<file path="config.mk">
export PLATFORM = sky130hd
export DESIGN_NAME = maxpool_scheduler
export DESIGN_NICKNAME = d
export VERILOG_FILES = /design/src/rtl/maxpool_scheduler.sv
export SDC_FILE = /design/constraint.sdc
export NUM_CORES = 1
export LEC_CHECK = 0
export CORE_ASPECT_RATIO = 0.7
export CORE_UTILIZATION = 41
export DETAILED_ROUTE_END_ITERATION = 7
export HOLD_SLACK_MARGIN = 0.1
export PLACE_DENSITY = 0.72
export SKIP_LAST_GASP = 1
export SLEW_MARGIN = 20
export SYNTH_ARGS = -nofsm -noshare
export SYNTH_HDL_FRONTEND = slang
export SYNTH_SLANG_ARGS = --single-unit
</file>
<file path="constraint.sdc">
create_clock -name clk -period 10.4 [get_ports clk]
set_clock_uncertainty 0.15 [all_clocks]
set_input_delay 2.08 -clock clk [delete_from_list [all_inputs] [get_ports clk]]
set_output_delay 2.08 -clock clk [all_outputs]
set_load 0.01 [all_outputs]
</file>
<file path="src/rtl/maxpool_scheduler.sv">
// Sequencer for 2x2/stride-2 max pooling: fetches each window from the conv-output SRAM,
// presents it to the pooling datapath and writes the pooled word to the pool-output SRAM.
module maxpool_scheduler #(
  parameter int CH     = 8,
  parameter int IMG_W  = 16,
  parameter int IMG_H  = 16,
  parameter int ADDR_W = 10
) (
  input  logic              clk,
  input  logic              rst_n,
  input  logic              start,
  input  logic [ADDR_W-1:0] rd_base,
  input  logic [ADDR_W-1:0] wr_base,
  output logic              rd_en,
  output logic [ADDR_W-1:0] rd_addr,
  input  logic [CH*8-1:0]   rd_data,
  output logic [CH*16-1:0]  pixel_1and2,
  output logic [CH*8-1:0]   pixel_3,
  output logic [CH*8-1:0]   pixel_4,
  output logic [2:0]        curr_state_or,
  input  logic [CH*8-1:0]   ans,
  output logic              wr_en,
  output logic [ADDR_W-1:0] wr_addr,
  output logic [CH*8-1:0]   wr_data,
  input  logic              wr_ready,
  output logic              busy,
  output logic              done
);

  localparam int DW     = CH * 8;
  localparam int LAST_C = (IMG_W / 2 - 1) * 2;
  localparam int LAST_R = (IMG_H / 2 - 1) * 2;
  localparam logic [ADDR_W-1:0] W_STEP    = ADDR_W'(IMG_W);
  localparam logic [ADDR_W-1:0] ROW2_STEP = ADDR_W'(2 * IMG_W);
  localparam logic [ADDR_W-1:0] LAST_C_A  = ADDR_W'(LAST_C);
  localparam logic [ADDR_W-1:0] LAST_R_A  = ADDR_W'(LAST_R);

  typedef enum logic [3:0] {
    S_IDLE, S_RD0, S_RD1, S_RD2, S_RD3, S_CAP, S_POOL, S_WR, S_DONE
  } state_t;

  state_t            state, state_nx;
  logic [ADDR_W-1:0] rd_base_q, wr_base_q;
  logic [ADDR_W-1:0] row, col, row_off, out_idx;
  logic [ADDR_W-1:0] rd_off;
  logic [DW-1:0]     p1, p2, p3, p4, wr_data_q;
  logic              last_win;

  assign last_win = (row == LAST_R_A) && (col == LAST_C_A);

  always_ff @(posedge clk or negedge rst_n) begin
    if (!rst_n) begin
      state     <= S_IDLE;
      rd_base_q <= '0;
      wr_base_q <= '0;
      row       <= '0;
      col       <= '0;
      row_off   <= '0;
      out_idx   <= '0;
      p1        <= '0;
      p2        <= '0;
      p3        <= '0;
      p4        <= '0;
      wr_data_q <= '0;
    end else begin
      state <= state_nx;
      case (state)
        S_IDLE: if (start) begin
          rd_base_q <= rd_base;
          wr_base_q <= wr_base;
          row       <= '0;
          col       <= '0;
          row_off   <= '0;
          out_idx   <= '0;
        end
        S_RD1:  p1 <= rd_data;
        S_RD2:  p2 <= rd_data;
        S_RD3:  p3 <= rd_data;
        S_CAP:  p4 <= rd_data;
        S_POOL: wr_data_q <= ans;
        S_WR: if (wr_ready) begin
          out_idx <= out_idx + 1'b1;
          // odd trailing column is skipped by wrapping at the last even-floor column
          if (col == LAST_C_A) begin
            col     <= '0;
            row     <= row + ADDR_W'(2);
            row_off <= row_off + ROW2_STEP;
          end else begin
            col <= col + ADDR_W'(2);
          end
        end
        default: ;
      endcase
    end
  end

  always_comb begin
    state_nx = state;
    case (state)
      S_IDLE:  if (start) state_nx = S_RD0;
      S_RD0:   state_nx = S_RD1;
      S_RD1:   state_nx = S_RD2;
      S_RD2:   state_nx = S_RD3;
      S_RD3:   state_nx = S_CAP;
      S_CAP:   state_nx = S_POOL;
      S_POOL:  state_nx = S_WR;
      S_WR:    if (wr_ready) state_nx = last_win ? S_DONE : S_RD0;
      S_DONE:  state_nx = S_IDLE;
      default: state_nx = S_IDLE;
    endcase
  end

  always_comb begin
    rd_en   = 1'b0;
    rd_off  = '0;
    rd_addr = '0;
    case (state)
      S_RD0: rd_en = 1'b1;
      S_RD1: begin rd_en = 1'b1; rd_off = ADDR_W'(1); end
      S_RD2: begin rd_en = 1'b1; rd_off = W_STEP; end
      S_RD3: begin rd_en = 1'b1; rd_off = W_STEP + ADDR_W'(1); end
      default: ;
    endcase
    if (rd_en) rd_addr = rd_base_q + row_off + col + rd_off;
  end

  always_comb begin
    pixel_1and2 = '0;
    for (int i = 0; i < CH; i++) begin
      pixel_1and2[i*16 +: 16] = {p2[i*8 +: 8], p1[i*8 +: 8]};
    end
  end

  assign pixel_3       = p3;
  assign pixel_4       = p4;
  assign curr_state_or = (state == S_POOL) ? 3'd4 : 3'd0;
  assign wr_en         = (state == S_WR);
  assign wr_addr       = wr_en ? (wr_base_q + out_idx) : '0;
  assign wr_data       = wr_data_q;
  assign busy          = (state != S_IDLE);
  assign done          = (state == S_DONE);

endmodule

</file>
==> results.md, run 1 <==
* Status: complete, no violations
* # Post-CTS Setup Buffers at 0
* FF/Latch Area at around 9400 um^2
* Post-synth top area share at 0.608
* Hold Buf Count CTS at 0
* Internal power at 5030 uW
* Ys async rst share at 1.00
* Share of layout cells above drive strength 1 at 0.245
* Diodes inserted at 0
* Sw Share at 0.328
* Lkg Pwr at 0.00949 uW
* EDFF count, synth at 0
* Std-Cell Core Area at ~37000 um^2
* Pwr dens at 336 nW/um^2
* Largest family of logic cells by synthesized area: multiplexers
* Placement Rows at 59
* Remaining antenna violation count at 0
* Sw power at 2460 uW
* Peak supply drop at roughly 0.24 mV
* Total power at roughly 7500 uW
* Initial antenna violation count at 0
* Final setup fails at 0
* # fillers at just under 3k
* Setup total negative slack at 0 ns
* GRT Overall Usage at 0.218
* Number of distinct library cells after synthesis at 45
* Top cells by area, synth: dfrtp_1 (61%), mux2_2 (23%), ha_1 (2.7%), nand2_1 (2.1%), xor2_1 (1.5%)
* Most frequent CP cell: ha_1
* XOR/XNOR Fraction of Synth Area at 0.0214
* Max capacitance violation total at 0
* RSZ-0062 raised after global routing: no
* Relative slew slack at 0.316
* CTS Buffer Depth at 3
* Clock buffer count from CTS at 39
* Top cell type by total area after synthesis: dfrtp_1
* First-pass GRT wire length at between 60 and 70 mm
* # resized after CTS at 0
* PnR worst setup slack at around 3.6 ns
* Total I/O pin count at approximately 500
* DRC errors left at 0
* Min-Delay Path Class: reg2reg
* DP Worst Slack at about 4.2 ns
* # nets final at about 1.8k
* Slew @ Worst Pin at 1.02 ns
* Die height at around 160 um
* Post-synthesis compound-gate area fraction at 0.0239
* Worst path bufs/invs at 2
* Reg-to-Reg Start: state[1]
* Simple-Gate Fraction of Synth Area at 0.0601
* Vias per cell at ~5.0
* Slowest CP cell: dfrtp_1
* GP Congestion at 0.851
* Worst-Skew Late Latency at ~0.53 ns
* Max Slew Vio Count at 0
* Max H-tree Level at 2
* Ys Warns at 0
* Clock Power Share at 0.182
* Critical-path cell list: nand2b_1, nor3_2, buf_4, or2_2, ha_1, ha_1, fa_1, a211oi_1, o21bai_1, a31oi_1, xnor2_1, nor2_1, clkdlybuf4s50_1
* CTS tree: yes
* Largest net degree at the start of global routing at between 100 and 150
* Type of element launching the critical path: flip-flop
* DR pass1 iterations at 5
* Seq/Total Area, Yosys at 0.608
* Die width at about 230 um
* Synth Register Bits at between 300 and 400
* Placed insts at 2048
* Syn Std Cell Area at about 16000 um^2
* Max stage delay on crit path at between 0.6 and 0.7 ns
* Setup crit start: state[3]
* CP max FO at 28
* Comb pwr share at 0.474
* DR vias at around 11k
* Clock sinks at 377
* Synth-to-layout area growth at 43.3%
* Total congestion overflow at 0
* DR WL/cell at between 20 and 25 um
* Post-Syn Instances at ~1.1k
* Syn avg cell area at roughly 14 um^2
* Multi-input logic area at roughly 6000 um^2
* Final hold violations at 0
* Detailed Route WL at 43.2 mm
* First DRT Iteration DRCs at around 580
* CP Capture Type: primary output
* Worst-path clk slew at approximately 0.06 ns
* Sequential share of power at 0.343
* Tcrit/Tclk final at 0.650
* Worst path arrival time at 4.53 ns
* CP top delay family: adder cells
* Setup CP Type: reg2out
* Ys flop type: dfrtp_1
* Final Critical Period at 6.76 ns
* Post-detail-place hpwl at slightly above 30 mm
* Port Buffers at between 400 and 500
* Die area at roughly 39000 um^2
* Hold Startpoint: rd_base_q[4]
* Root buf cell: clkbuf_16
* Post-Layout Cell Count at 2112
* Post-synthesis mux area share at 0.232
* Util after Layout at 0.598
* CP required at ~8.2 ns
* Synthesized-area fraction occupied by adder cells at 0.0356
* Initial core utilization at 0.417
* Vias in the first global route at ~11k
* Max Clk Rate at about 150 MHz
## through the flow
step / area, um^2 / hold WS (ns)
6_report: 22200 / 0.335
5_1_grt: 22200 / 0.356
4_1_cts: 22200 / 0.340
3_5_place_dp: 21000 / 0.323
3_3_place_gp: 21000 / 0.318
2_1_floorplan: 15500 / 0.302
## state kept, by name (all words and copies together) (netlist names)
name       flops
row            9
col            9
rd_base_q     10
pixel_4       64
p1            64
out_idx       10
pixel_3       64
wr_base_q     10
p2            64
wr_data       64
state          4
row_off        5
## power groups by stage
stage               Clock, uW  Sequential [uW]  Combinational (uW)
floorplan                   0             2840                1350
global placement            0             2550                3520
detailed placement          0             2590                3560
CTS                      1400             2580                3580
global route             1460             2670                3770
finish                   1360             2570                3550
## routing by layer
layer | GRT usage | wire (um)
met5 | 0 | 0
met4 | 0.0507 | 889
met3 | 0.0813 | 3880
met2 | 0.350 | 20600
met1 | 0.280 | 17800
## cell usage in the layout (no fill, tap or decap), types with 11 or more instances in the layout
master / Yosys / final
clkbuf_16: 0 / 39
xor2_1: 26 / 26
clkdlybuf4s50_1: 0 / 495
xnor2_1: 12 / 12
a21oi_1: 11 / 11
ha_1: 33 / 33
o21ai_0: 15 / 15
nor2_1: 52 / 51
nand4_1: 12 / 12
mux2_2: 320 / 320
nand2_1: 85 / 85
dfrtp_1: 377 / 377
inv_1: 14 / 14
## cells by family (layout without fill, tap and decap cells)
| kind of cell | Yosys count | after routing |
|---|---|---|
| other | 1 | 3 |
| buffers and inverters | 67 | 586 |
| AOI/OAI and AO/OA | 56 | 56 |
| DFF | 377 | 377 |
| and+or+nand+nor | 204 | 204 |
| adders and majority gates | 40 | 40 |
| muxes | 320 | 320 |
| xor gates and xnor gates | 38 | 38 |
## worst reg2reg max path, cell delays in order (launching register included)
cell and delay (ns):
dfrtp_1 0.49, or4b_1 0.74, a21oi_4 0.45, and2_1 0.49, a21oi_1 0.13, a31o_2 0.22
## worst paths after layout
check | endpoint | slack, ns | cells after the start
worst max register to register | row_off[7] | 7.62 | 5
worst max-delay path | rd_addr[9] | 3.64 | 13
worst min-delay path | rd_base_q[4] | 0.34 | 2
min in group asynchronous | wr_data[56] | 1.43 | 1
max in group asynchronous | pixel_3[30] | 7.19 | 2
worst min register to register | rd_base_q[4] | 0.34 | 2
## area by class of cell
type | instances | share of cell area
clock buffer | 56 | 0.0499
clock inverter | 7 | 0.00467
inverter | 15 | 0.00253
multi-input combinational | 661 | 0.262
sequential | 377 | 0.424
tap | 488 | 0.0275
timing repair buffer | 508 | 0.229
## Yosys cell counts (all sizes together) (8+ instances only)
cell	number
dfrtp	377
mux2	320
nand2	86
nor2	52
ha	33
clkbuf	29
xor2	26
buf	23
o21ai	15
inv	14
a21oi	12
nand4	12
xnor2	12
nand3	10
and3	9
a211oi	8
and2	8
(Power assumes the default switching activity.)
==> run 2, diff against run 1 <==
--- a/config.mk
+++ b/config.mk
@@ -9,7 +9,7 @@
 export CORE_UTILIZATION = 41
 export DETAILED_ROUTE_END_ITERATION = 7
 export HOLD_SLACK_MARGIN = 0.1
-export PLACE_DENSITY = 0.72
+export PLACE_DENSITY = 0.75
 export SKIP_LAST_GASP = 1
 export SLEW_MARGIN = 20
 export SYNTH_ARGS = -nofsm -noshare
==> constraint.sdc (replaced) <==
create_clock -name clk -period 5.55 [get_ports clk]
set_clock_uncertainty 0.15 [all_clocks]
set_input_delay 1.11 -clock clk [delete_from_list [all_inputs] [get_ports clk]]
set_output_delay 1.11 -clock clk [all_outputs]
set_load 0.01 [all_outputs]
==> run 2 against run 1 <==
- sequential power rose by 88%
- combinational power grew 87%
- clock power grew 91%
- sequential share of layout area fell by 0.075 points
- final area increased by 0.19%
- critical endpoint unchanged
- flip-flop and latch count unchanged
- global-route usage decreased by 0.22 points
- register-to-register slack worse by 4.9 ns
- wire length is 0.88% lower
- final cell count is the same
- largest cell class unchanged
==> results.md, run 2 (synthesis results as in run 1) <==
* Status: complete, no violations
* Max capacitance violation total at 0
* Max Clk Rate at 193 MHz
* GRT Overall Usage at 0.216
* Initial antenna violation count at 2
* Multi-input logic area at 5840 um^2
* Relative slew slack at 0.291
* Most frequent CP cell: ha_1
* Max Slew Vio Count at 0
* Sw Share at 0.329
* Clock Power Share at 0.185
* Slowest CP cell: dfrtp_1
* # Post-CTS Setup Buffers at 0
* Synth-to-layout area growth at 43.5%
* Reg-to-Reg Start: state[1]
* Final Critical Period at 5.18 ns
* Final setup fails at 0
* Max H-tree Level at 2
* Type of element launching the critical path: flip-flop
* Max stage delay on crit path at between 0.5 and 0.6 ns
* # fillers at between 2k and 3k
* Worst-path clk slew at roughly 0.060 ns
* CTS tree: yes
* Vias per cell at just over 5
* Slew @ Worst Pin at ~1.1 ns
* CP required at 4.29 ns
* Pwr dens at around 630 nW/um^2
* Critical-path cell list: nand2b_1, nor3_2, or2_2, ha_1, ha_1, fa_1, a211oi_2, o21bai_1, a31oi_1, xnor2_1, nor2_1, clkdlybuf4s50_1
* Most frequent cells in the layout: clkdlybuf4s50_1 (495), dfrtp_1 (376), mux2_2 (320), nand2_1 (85), nor2_1 (51)
* Lkg Pwr at 0.00949 uW
* Die width at 235 um
* Initial core utilization at 0.417
* Share of layout cells above drive strength 1 at 0.250
* RSZ-0062 raised after global routing: no
* Sequential share of power at 0.344
* Worst-Skew Late Latency at between 0.5 and 0.6 ns
* # nets final at approximately 1.8k
* Post-Layout Cell Count at ~2.1k
* Comb pwr share at 0.472
* Met3 Use GR at 0.0860
* Util after Layout at 0.599
* Post-detail-place hpwl at 30.0 mm
* Busiest grt layer: met2
* Total power at between 10000 and 15000 uW
* Setup total negative slack at 0 ns
* Hold Startpoint: wr_base_q[7]
* Setup CP Type: reg2out
* Port Buffers at just under 500
* GR Util met1 at 0.266
* FF/Latch Area at about 9400 um^2
* Min-Delay Path Class: reg2reg
* CTS Buffer Depth at 3
* Diodes inserted at 0
* CP Capture Type: primary output
* CP max FO at 11
* Setup crit start: state[0]
* Placement Rows at between 50 and 60
* GP Congestion at 0.823
* Detailed Route WL at approximately 43 mm
* Clock buffer count from CTS at 38
* DRC errors left at 0
* DR WL/cell at 20.3 um
* GR Util met2 at 0.349
* Tcrit/Tclk final at 0.933
* Most common cell after layout, fill and taps aside: clkdlybuf4s50_1
* Peak supply drop at around 0.39 mV
* First-pass GRT wire length at around 64 mm
* Die area at between 30000 and 40000 um^2
* Total congestion overflow at 0
* Largest net degree at the start of global routing at approximately 140
* Post-route design area at around 22000 um^2
* Clock sinks at around 380
* DR vias at between 10k and 15k
* Root buf cell: clkbuf_16
* Vias in the first global route at 10.9k
* Die height at 165 um
* Sw power at around 4600 uW
* Worst path arrival time at 3.92 ns
* Std-Cell Core Area at ~37000 um^2
* Final hold violations at 0
* Remaining antenna violation count at 0
* Total I/O pin count at 499
* Internal power at 9440 uW
* Placed insts at 2047
* Placed inst area at between 20000 and 25000 um^2
* DR pass1 iterations at 4
* First DRT Iteration DRCs at ~450
==> run 2: cell count changes in the layout (fill, tap and decap cells not counted), moves of 2 or more <==
cell	delta
clkbuf_1	-6
clkbuf_8	+2
clkinvlp_4	+4
clkinv_8	+2
buf_4	-2
==> run 2: worst paths after layout <==
| path | endpoint | slack, ns | cells after the start |
|---|---|---|---|
| min in group asynchronous | p2[28] | 0.40 | 1 |
| max | rd_addr[9] | 0.37 | 12 |
| max reg2reg | row[3] | 2.73 | 5 |
| min | wr_base_q[7] | 0.34 | 2 |
| min reg2reg | wr_base_q[7] | 0.34 | 2 |
| max in group asynchronous | wr_data[7] | 3.60 | 2 |
==> run 2: worst max-delay path: cells and delay by family (launching register included) <==
| family | cells | cell delay, ns |
|---|---|---|
| simple gates | 4 | 0.69 |
| buf+inv | 1 | 0.55 |
| fa+ha+maj | 3 | 0.84 |
| flops | 1 | 0.57 |
| xor+xnor | 1 | 0.08 |
| compound gates | 3 | 0.65 |
==> run 2: final cells by class <==
| type | instances | area share |
|---|---|---|
| multi-input combinational | 661 | 0.262 |
| tap | 488 | 0.0274 |
| sequential | 377 | 0.423 |
| clock inverter | 13 | 0.00680 |
| inverter | 15 | 0.00253 |
| clock buffer | 52 | 0.0500 |
| timing repair buffer | 506 | 0.228 |
==> run 2: layer usage <==
layer / routed length (um) / up-vias
li1: - / 4840
met1: 17100 / 5337
met2: 20300 / 365
met3: 4130 / 79
met4: 1200 / 4
met5: 23 / -
==> run 2: power groups by stage <==
stage               clock network (uW)  registers [uW]  logic (uW)
CTS                               2670            4840        6700
global placement                     0            4790        6580
global route                      2780            5010        7070
detailed placement                   0            4860        6660
finish                            2600            4840        6640
floorplan                            0            5330        2520
==> run 2: what timing repair did <==
action | in CTS | in global routing
resized for setup | 0 | 3
hold buffers | 0 | 0
endpoints found under the setup margin | 0 | 2
==> run 2: metrics by stage <==
step | setup WS, ns | hold WS, ns
after detailed placement | 0.763 | 0.325
after floorplan | 1.06 | 0.302
final | 0.374 | 0.337
after global placement | 0.835 | 0.318
after global routing | 0.122 | 0.354
after CTS | 0.150 | 0.340
